--- config.mk ---
export PLATFORM = sky130hd
export DESIGN_NAME = fsm_1_rx_flat
export DESIGN_NICKNAME = d
export VERILOG_FILES = /design/src/rtl/fsm_1_rx_if.sv /design/src/rtl/fsm_1_rx.sv /design/src/flat_wrapper.sv
export SDC_FILE = /design/constraint.sdc
export NUM_CORES = 1
export LEC_CHECK = 0
export CORE_AREA = 2 2 86 88
export CTS_CLUSTER_DIAMETER = 80
export CTS_CLUSTER_SIZE = 30
export DETAILED_ROUTE_END_ITERATION = 16
export DIE_AREA = 0 0 88 90
export GPL_ROUTABILITY_DRIVEN = 0
export PLACE_DENSITY = 0.7
export SYNTH_ARGS = -nofsm -noshare
export SYNTH_HDL_FRONTEND = slang
export SYNTH_SLANG_ARGS = --single-unit
export TNS_END_PERCENT = 1
--- constraint.sdc ---
create_clock -name clk -period 2.76 [get_ports clk]
set_input_delay 0.276 -clock clk [delete_from_list [all_inputs] [get_ports clk]]
set_output_delay 0.276 -clock clk [all_outputs]
set_load 0.03 [all_outputs]
--- src/rtl/fsm_1_rx_if.sv ---
// rtl/fsm_1_rx_if.sv - serial sample input and status outputs of the pattern checker
interface fsm_1_rx_if #(
  parameter int CNT_W = 16
) ();
  logic             in;
  logic             in_en;
  logic             locked;
  logic             match;
  logic             err;
  logic [CNT_W-1:0] err_count;
  logic [CNT_W-1:0] period_count;

  modport master (
    output in, in_en,
    input  locked, match, err, err_count, period_count
  );

  modport slave (
    input  in, in_en,
    output locked, match, err, err_count, period_count
  );
endinterface

--- src/rtl/fsm_1_rx.sv ---
// rtl/fsm_1_rx.sv - serial pattern checker: hunt, confirm, then track a LEN-bit pattern
// Counters saturate and survive loss of lock; only rst clears them.
module fsm_1_rx #(
  parameter int             LEN      = 4,
  parameter logic [LEN-1:0] PATTERN  = 4'b1100,
  parameter int             LOCK_CNT = 2,
  parameter int             ERR_MAX  = 3,
  parameter int             CNT_W    = 16
) (
  input logic         clk,
  input logic         rst,
  fsm_1_rx_if.slave   bus
);

  localparam int FW = $clog2(LEN + 1);
  localparam int PW = $clog2(LEN);
  localparam int CW = $clog2(LOCK_CNT + 1);
  localparam int EW = $clog2(ERR_MAX + 1);

  typedef enum logic [1:0] {HUNT, CONFIRM, LOCKED} state_t;

  state_t           state, state_nxt;
  logic [LEN-1:0]   hist, hist_nxt;
  logic [FW-1:0]    fill, fill_nxt;
  logic [PW-1:0]    phase, phase_nxt;
  logic [CW-1:0]    conf, conf_nxt;
  logic [EW-1:0]    cerr, cerr_nxt;
  logic             perr, perr_nxt;
  logic             locked_q, locked_nxt;
  logic             match_q, match_nxt;
  logic             err_q, err_nxt;
  logic [CNT_W-1:0] err_cnt, err_cnt_nxt;
  logic [CNT_W-1:0] per_cnt, per_cnt_nxt;

  logic [LEN-1:0]   nh;
  logic [LEN-1:0]   pat_sh;
  logic             bit_ok;
  logic             last;

  always_ff @(posedge clk) begin
    if (!rst) begin
      state    <= HUNT;
      hist     <= '0;
      fill     <= '0;
      phase    <= '0;
      conf     <= '0;
      cerr     <= '0;
      perr     <= 1'b0;
      locked_q <= 1'b0;
      match_q  <= 1'b0;
      err_q    <= 1'b0;
      err_cnt  <= '0;
      per_cnt  <= '0;
    end else begin
      state    <= state_nxt;
      hist     <= hist_nxt;
      fill     <= fill_nxt;
      phase    <= phase_nxt;
      conf     <= conf_nxt;
      cerr     <= cerr_nxt;
      perr     <= perr_nxt;
      locked_q <= locked_nxt;
      match_q  <= match_nxt;
      err_q    <= err_nxt;
      err_cnt  <= err_cnt_nxt;
      per_cnt  <= per_cnt_nxt;
    end
  end

  always_comb begin
    state_nxt   = state;
    hist_nxt    = hist;
    fill_nxt    = fill;
    phase_nxt   = phase;
    conf_nxt    = conf;
    cerr_nxt    = cerr;
    perr_nxt    = perr;
    match_nxt   = 1'b0;
    err_nxt     = 1'b0;
    err_cnt_nxt = err_cnt;
    per_cnt_nxt = per_cnt;

    nh     = {hist[LEN-2:0], bus.in};
    // Expected bit is selected by shifting the pattern so the current phase sits at the MSB.
    pat_sh = PATTERN << phase;
    bit_ok = (bus.in == pat_sh[LEN-1]);
    last   = (phase == PW'(LEN - 1));

    if (bus.in_en) begin
      hist_nxt = nh;
      fill_nxt = (fill == FW'(LEN)) ? fill : fill + 1'b1;
      case (state)
        HUNT: begin
          if (fill >= FW'(LEN - 1) && nh == PATTERN) begin
            phase_nxt = '0;
            conf_nxt  = CW'(1);
            cerr_nxt  = '0;
            perr_nxt  = 1'b0;
            state_nxt = (LOCK_CNT == 1) ? LOCKED : CONFIRM;
          end
        end
        CONFIRM: begin
          if (!bit_ok) begin
            state_nxt = HUNT;
            fill_nxt  = '0;
          end else if (last) begin
            phase_nxt = '0;
            conf_nxt  = conf + 1'b1;
            if (conf + 1'b1 == CW'(LOCK_CNT)) begin
              state_nxt = LOCKED;
              cerr_nxt  = '0;
              perr_nxt  = 1'b0;
            end
          end else begin
            phase_nxt = phase + 1'b1;
          end
        end
        LOCKED: begin
          phase_nxt = last ? '0 : phase + 1'b1;
          perr_nxt  = last ? 1'b0 : (perr | ~bit_ok);
          if (!bit_ok) begin
            err_nxt = 1'b1;
            if (err_cnt != '1) err_cnt_nxt = err_cnt + 1'b1;
            if (cerr + 1'b1 == EW'(ERR_MAX)) begin
              state_nxt = HUNT;
              fill_nxt  = '0;
              cerr_nxt  = '0;
            end else begin
              cerr_nxt = cerr + 1'b1;
            end
          end else begin
            cerr_nxt = '0;
            if (last && !perr) begin
              match_nxt = 1'b1;
              if (per_cnt != '1) per_cnt_nxt = per_cnt + 1'b1;
            end
          end
        end
        default: state_nxt = HUNT;
      endcase
    end

    locked_nxt = (state_nxt == LOCKED);
  end

  assign bus.locked       = locked_q;
  assign bus.match        = match_q;
  assign bus.err          = err_q;
  assign bus.err_count    = err_cnt;
  assign bus.period_count = per_cnt;

endmodule
--- src/flat_wrapper.sv ---
// flat-port wrapper written by rule: the top's interface ports become plain ports
module fsm_1_rx_flat 
#(
  parameter int             LEN      = 4,
  parameter logic [LEN-1:0] PATTERN  = 4'b1100,
  parameter int             LOCK_CNT = 2,
  parameter int             ERR_MAX  = 3,
  parameter int             CNT_W    = 16
)
  (clk, rst, bus_in, bus_in_en, bus_locked, bus_match, bus_err, bus_err_count, bus_period_count);
  fsm_1_rx_if #(.CNT_W(CNT_W)) bus_i ();
  input logic clk;
  input logic rst;
  input wire logic [$bits(bus_i.in)-1:0] bus_in;
  input wire logic [$bits(bus_i.in_en)-1:0] bus_in_en;
  output wire logic [$bits(bus_i.locked)-1:0] bus_locked;
  output wire logic [$bits(bus_i.match)-1:0] bus_match;
  output wire logic [$bits(bus_i.err)-1:0] bus_err;
  output wire logic [$bits(bus_i.err_count)-1:0] bus_err_count;
  output wire logic [$bits(bus_i.period_count)-1:0] bus_period_count;
  assign bus_i.in = bus_in;
  assign bus_i.in_en = bus_in_en;
  assign bus_locked = bus_i.locked;
  assign bus_match = bus_i.match;
  assign bus_err = bus_i.err;
  assign bus_err_count = bus_i.err_count;
  assign bus_period_count = bus_i.period_count;
  fsm_1_rx #(.LEN(LEN), .PATTERN(PATTERN), .LOCK_CNT(LOCK_CNT), .ERR_MAX(ERR_MAX), .CNT_W(CNT_W)) u_core (.clk(clk), .rst(rst), .bus(bus_i));
endmodule
==> summary.txt, run 1 <==
post-CTS setup buffer count - 0
pre-CTS setup slack - 0.414 ns
Critical Path Start - u_core.state[0]
fin crit share - 78.2%
Vias/cell - 5.54
synth top area cells - dfxtp_1 37%, a21oi_1 5.2%, ha_1 5.1%
Syn Inst Count - 318
Antenna diodes - 0
CP max stage cell - or4_1
Routed Antenna Nets - 0
#FFs+latches synth - 50
Setup CP Type - reg2reg
CTS root buf - clkbuf_8
Min-Delay Startpoint - u_core.conf[1]
Core Region - 7020 µm²
Die Width - 88 µm
largest net degree at the start of global routing - 33
cts hold-fix bufs - 0
Fillers - 678
FF/Latch Area - 1000 µm²
Total Wirelength - 6120 µm
Critical Path End Type - register
Worst Max-Slew Pin Slew - 0.757 ns
IO Pins - 39
post-synth cell types - 54
CTS Buffer Depth - 2
H-tree levels - 2
Sinks on Clock Net - 50
Finish-stage setup viols - 0
status - finished, final reports clean
synth warn - 0
CP cell instances - inv_1, ha_1, and4b_1, nand4_2, or4_1, a21oi_1
asr flop ratio synth - 0%
Pins Over Slew Limit - 0
Clk pin slew, worst setup/hold paths - 0.10 ns
crit path DAT - 2.40 ns
power per cell area - 396 nW/µm²
R2R setup slack - 0.60 ns
Peak Freq - 463 MHz
setup_tns - 0 ns
routed length on met3 - 261 µm
WHS - 0.464 ns
worst min-delay path class - reg2reg
Synth Flop Type - dfxtp_1
Leak - 1.12 nW
Met1 Routed Length - 2950 µm
initial core utilization - 38.5%
1st-pass router iterations - 4
PortBufs - 38
worst relative slew slack - 49.1%
met2 WL - 2810 µm
max-cap viol count - 0
Commonest cells post-synth - 50 x dfxtp_1, 29 x nand2_1, 28 x a21oi_1
post-synth top area cell - dfxtp_1
unrepaired setup endpoints after global routing - no
WL per Instance - 13.4 µm
crit path launch type - register
Final nets - 371
most common cell in the netlist - dfxtp_1
Yosys top cell area share - 37.0%
setup ws final - 0.601 ns
Max Used Layer - met4
vias - 2527
first-pass GRT wire length - 10600 µm
syn_area_per_cell - 8.51 µm²
Syn Nets - 333
CTS tree - done
Die Ht - 90 µm
CTS buffer count - 5
CTS resizes - 0
worst-skew pair later-pin latency - 0.31 ns
GRT Overall Usage - 16.1%
row count - 31
residual overflow from global routing - 0
register area share after synthesis - 37.0%
reg2reg start - u_core.state[0]
HPWL Detailed - 4330 µm
Multi-input gate area - 1580 µm²
initial DRC count - 115
share of layout cells above drive strength 1 - 6.72%
Synth Cell Area - 2710 µm²
vias in the first global route - 2296
drt drc - 0
Worst Path Required - 3.01 ns
Post-Route Skew - 0.0136 ns
minimum clock period after layout - 2.16 ns
EDFF count, synth - 0
endpoints failing hold - 0
peak per-stage delay on the critical path - 0.47 ns
worst vdd rail ir drop - 203 µV
initial antenna violation count - 0
critical-path maximum fanout - 9
total die area - 7920 µm²
Area growth syn-to-layout - 22.5%
==> worst max-delay path, delay by kind of cell (launching register included) <==
kind | cells | cell delay (ns)
buf+inv | 1 | 0.10
compound gates | 1 | 0.15
fa+ha+maj | 1 | 0.33
simple gates | 3 | 1.15
flops | 1 | 0.38
==> cell usage in the layout, fill, tap and decap left out, types with 4 or more instances in the layout <==
master           synthesis  routed
buf_4                    0       6
clkdlybuf4s50_1          0      38
a21oi_1                 28      28
clkbuf_8                 0       5
nor2_1                  14      14
dfxtp_1                 50      50
o21ai_0                 13      13
inv_1                   20      20
o31ai_1                 15      15
nand3_1                 13      13
and2_1                   4       4
ha_1                    11      11
nand2_1                 29      29
mux2i_1                 13      13
or4_1                   14      14
nor4_1                   8       8
or3_1                    9       9
nand4_1                  6       6
nand2b_1                 6       6
==> worst paths after layout <==
path | end | depth (start not counted)
max | u_core.bus.period_count[14] | 6
min | u_core.conf[1] | 2
max reg2reg | u_core.bus.period_count[14] | 6
min reg2reg | u_core.conf[1] | 2
==> report_power, final <==
group          total (W)  switching [W]  leakage [nW]  internal [W]
combinational  0.0000598      0.0000383         0.664     0.0000215
sequential      0.000731     0.00000471         0.403      0.000726
clock           0.000522       0.000251        0.0514      0.000271
==> area by class of cell <==
cell class	instances	area share (%)
Clock inverter	2	1.13
Timing Repair Buffer	44	12.8
Multi-Input combinational cell	235	47.6
Sequential cell	50	30.2
Inverter	20	2.27
Clock buffer	6	2.19
Tap cell	99	3.74
==> sequential cells by signal, indices dropped and copies added (netlist names) <==
register	count
u_core.fill	3
u_core.phase	2
u_core.bus.err	1
u_core.cerr	2
u_core.conf	2
u_core.bus.period_count	16
u_core.bus.err_count	16
u_core.bus.match	1
u_core.state	2
u_core.perr	1
u_core.hist	3
u_core.bus.locked	1
==> kinds of logic (layout without fill, tap and decap cells) <==
family / count (synthesis) / in the layout / share of synthesized area, %
XOR/XNOR: 3 / 3 / 1.25
buffers and inverters: 33 / 72 / 4.67
multiplexers: 13 / 13 / 4.81
adder cells (fa/ha/maj): 11 / 11 / 5.09
AO/OA/AOI/OAI: 79 / 79 / 18.7
flip-flops: 50 / 50 / 37.0
AND/OR/NAND/NOR: 129 / 129 / 28.5
==> metal layers <==
layer,vias up,GRT usage [%]
li1,1275,-
met1,1189,21.6
met2,56,26.0
met3,7,3.31
met4,0,4.74
met5,-,0
==> per-stage QoR <==
stage	cells	total power [W]	util (%)	area (µm²)
6_report	456	0.00131	47.2	3310
5_1_grt	456	0.00136	47.2	3310
4_1_cts	456	0.00134	47.2	3310
3_5_place_dp	448	0.000808	45.6	3200
3_3_place_gp	448	0.000806	45.6	3200
2_1_floorplan	318	0.000786	-	2710
Note: power is estimated with default switching activity, not from simulation.
==> run 2, diff against run 1 <==
--- a/config.mk
+++ b/config.mk
@@ -11,7 +11,7 @@
 export DETAILED_ROUTE_END_ITERATION = 16
 export DIE_AREA = 0 0 88 90
 export GPL_ROUTABILITY_DRIVEN = 0
-export PLACE_DENSITY = 0.7
+export PLACE_DENSITY = 0.72
 export SYNTH_ARGS = -nofsm -noshare
 export SYNTH_HDL_FRONTEND = slang
 export SYNTH_SLANG_ARGS = --single-unit
==> constraint.sdc (replaced) <==
create_clock -name clk -period 1.7 [get_ports clk]
set_input_delay 0.17 -clock clk [delete_from_list [all_inputs] [get_ports clk]]
set_output_delay 0.17 -clock clk [all_outputs]
set_load 0.03 [all_outputs]
==> run 2 against run 1 <==
  * The run now ends with setup timing left
  * Sequential power is 60% higher
  * Via count is 7.4% higher
  * Global-route usage is 1.6 points higher
  * Flip-flop and latch count stayed put
  * Sequential share of layout area is 3.3 points lower
  * Combinational power is 130% higher
  * Setup slack worse by 0.65 ns
  * Critical path depth stayed put
==> summary.txt, run 2 (synthesized netlist as in run 1, its figures left out) <==
unrepaired setup endpoints after global routing - yes
vias in the first global route - 2435
fin crit share - 103%
PortBufs - 38
share of layout cells above drive strength 1 - 29.1%
initial antenna violation count - 0
Die Ht - 90 µm
Peak Freq - 572 MHz
total die area - 7920 µm²
worst vdd rail ir drop - 280 µV
initial DRC count - 186
Worst Path Required - 1.94 ns
HPWL Detailed - 4990 µm
Area growth syn-to-layout - 45.0%
Cells after DPL - 486
Post-Route Skew - 0.00546 ns
Die Width - 88 µm
endpoints failing hold - 0
commonest non-fill, non-tap cell in the layout - buf_4
WHS - 0.469 ns
max-cap viol count - 0
CTS Buffer Depth - 2
Antenna diodes - 0
final non-filler cell total - 497
drt drc - 0
first-pass GRT wire length - 11600 µm
critical-path maximum fanout - 5
Setup CP Type - reg2reg
vias - 2713
Total Wirelength - 6990 µm
row count - 31
Vias/cell - 5.46
status - finished with violations
worst min-delay path class - reg2reg
Critical Path End Type - register
minimum clock period after layout - 1.75 ns
setup ws final - -0.0470 ns
GRT Overall Usage - 17.7%
largest net degree at the start of global routing - 26
CTS buffer count - 5
Routed Antenna Nets - 0
IO Pins - 39
Core Region - 7020 µm²
H-tree levels - 2
CTS root buf - clkbuf_8
Worst Max-Slew Pin Slew - 0.399 ns
failing checks - setup timing
most frequent cells in the layout - 41 x buf_4, 36 x clkdlybuf4s50_1, 29 x nand2_1, 24 x a21oi_1, 24 x dfxtp_1
total power - 0.00204 W
CTS tree - done
Finish-stage setup viols - 6
worst-skew pair later-pin latency - 0.30 ns
Leak - 1.40 nW
power per cell area - 520 nW/µm²
worst relative slew slack - 73.2%
Sinks on Clock Net - 50
WL per Instance - 14.1 µm
crit path launch type - register
1st-pass router iterations - 4
Pins Over Slew Limit - 0
residual overflow from global routing - 0
Clk pin slew, worst setup/hold paths - 0.09 ns
Final nets - 412
crit path DAT - 1.99 ns
initial core utilization - 38.5%
run 2: cell count changes in the layout (fill, tap and decap cells not counted), moves of 4 or more:
cell	change
ha_4	+4
buf_6	+5
dfxtp_4	+9
buf_4	+35
dfxtp_1	-26
dfxtp_2	+17
a21oi_1	-4
ha_1	-5
run 2: final cells by class:
class	count	area [µm²]
Tap cell	99	124
Inverter	20	75.1
Sequential cell	50	1060
Fill cell	636	3100
Clock inverter	1	5.00
Clock buffer	7	86.3
Multi-Input combinational cell	235	1810
Timing Repair Buffer	85	769
run 2: critical path: stages, from the launching register on:
cell     delay (ns)
dfxtp_2        0.33
inv_2          0.07
ha_4           0.15
and4b_4        0.35
nand4_4        0.13
or4_4          0.54
a21oi_2        0.11
run 2: metrics by stage:
stage	instance area (µm²)	setup TNS (ns)	worst slack, ns	utilization [%]
finish	3920	-0.0870	-0.0470	55.9
detailed placement	3580	-10.39	-0.344	51.0
floorplan	2790	-0.0342	-0.00981	-
CTS	3740	-0.118	-0.0386	53.3
global placement	3580	-8.50	-0.310	51.0
global route	3920	-0.853	-0.110	55.9
run 2: metal layers:
metal / GRT usage [%] / vias to the layer above / share of wire, %
met5: 0 / - / 0
met4: 4.23 / 0 / 0.99
met3: 3.03 / 7 / 3.3
met2: 29.7 / 44 / 50
met1: 23.4 / 1311 / 45
li1: - / 1351 / -
run 2: timing repair:
action / 4_1_cts / 5_1_grt
buffers inserted: 0 / 3
setup endpoints to repair: 23 / 34
pin swaps: 7 / 18
hold buffers: 0 / 0
resized for setup: 13 / 36
run 2: final timing paths:
check | startpoint | to | slack (ns) | cells after the start
hold / removal | u_core.conf[1] | u_core.conf[1] | 0.47 | 2
setup / recovery | u_core.state[0] | u_core.bus.period_count[13] | -0.05 | 6
setup reg to reg | u_core.state[0] | u_core.bus.period_count[13] | -0.05 | 6
hold reg to reg | u_core.conf[1] | u_core.conf[1] | 0.47 | 2
run 2: power by group:
group	total (W)	internal, W	switching [W]
sequential	0.00117	0.00117	0.00000815
combinational	0.000139	0.0000599	0.0000796
clock	0.000728	0.000330	0.000399
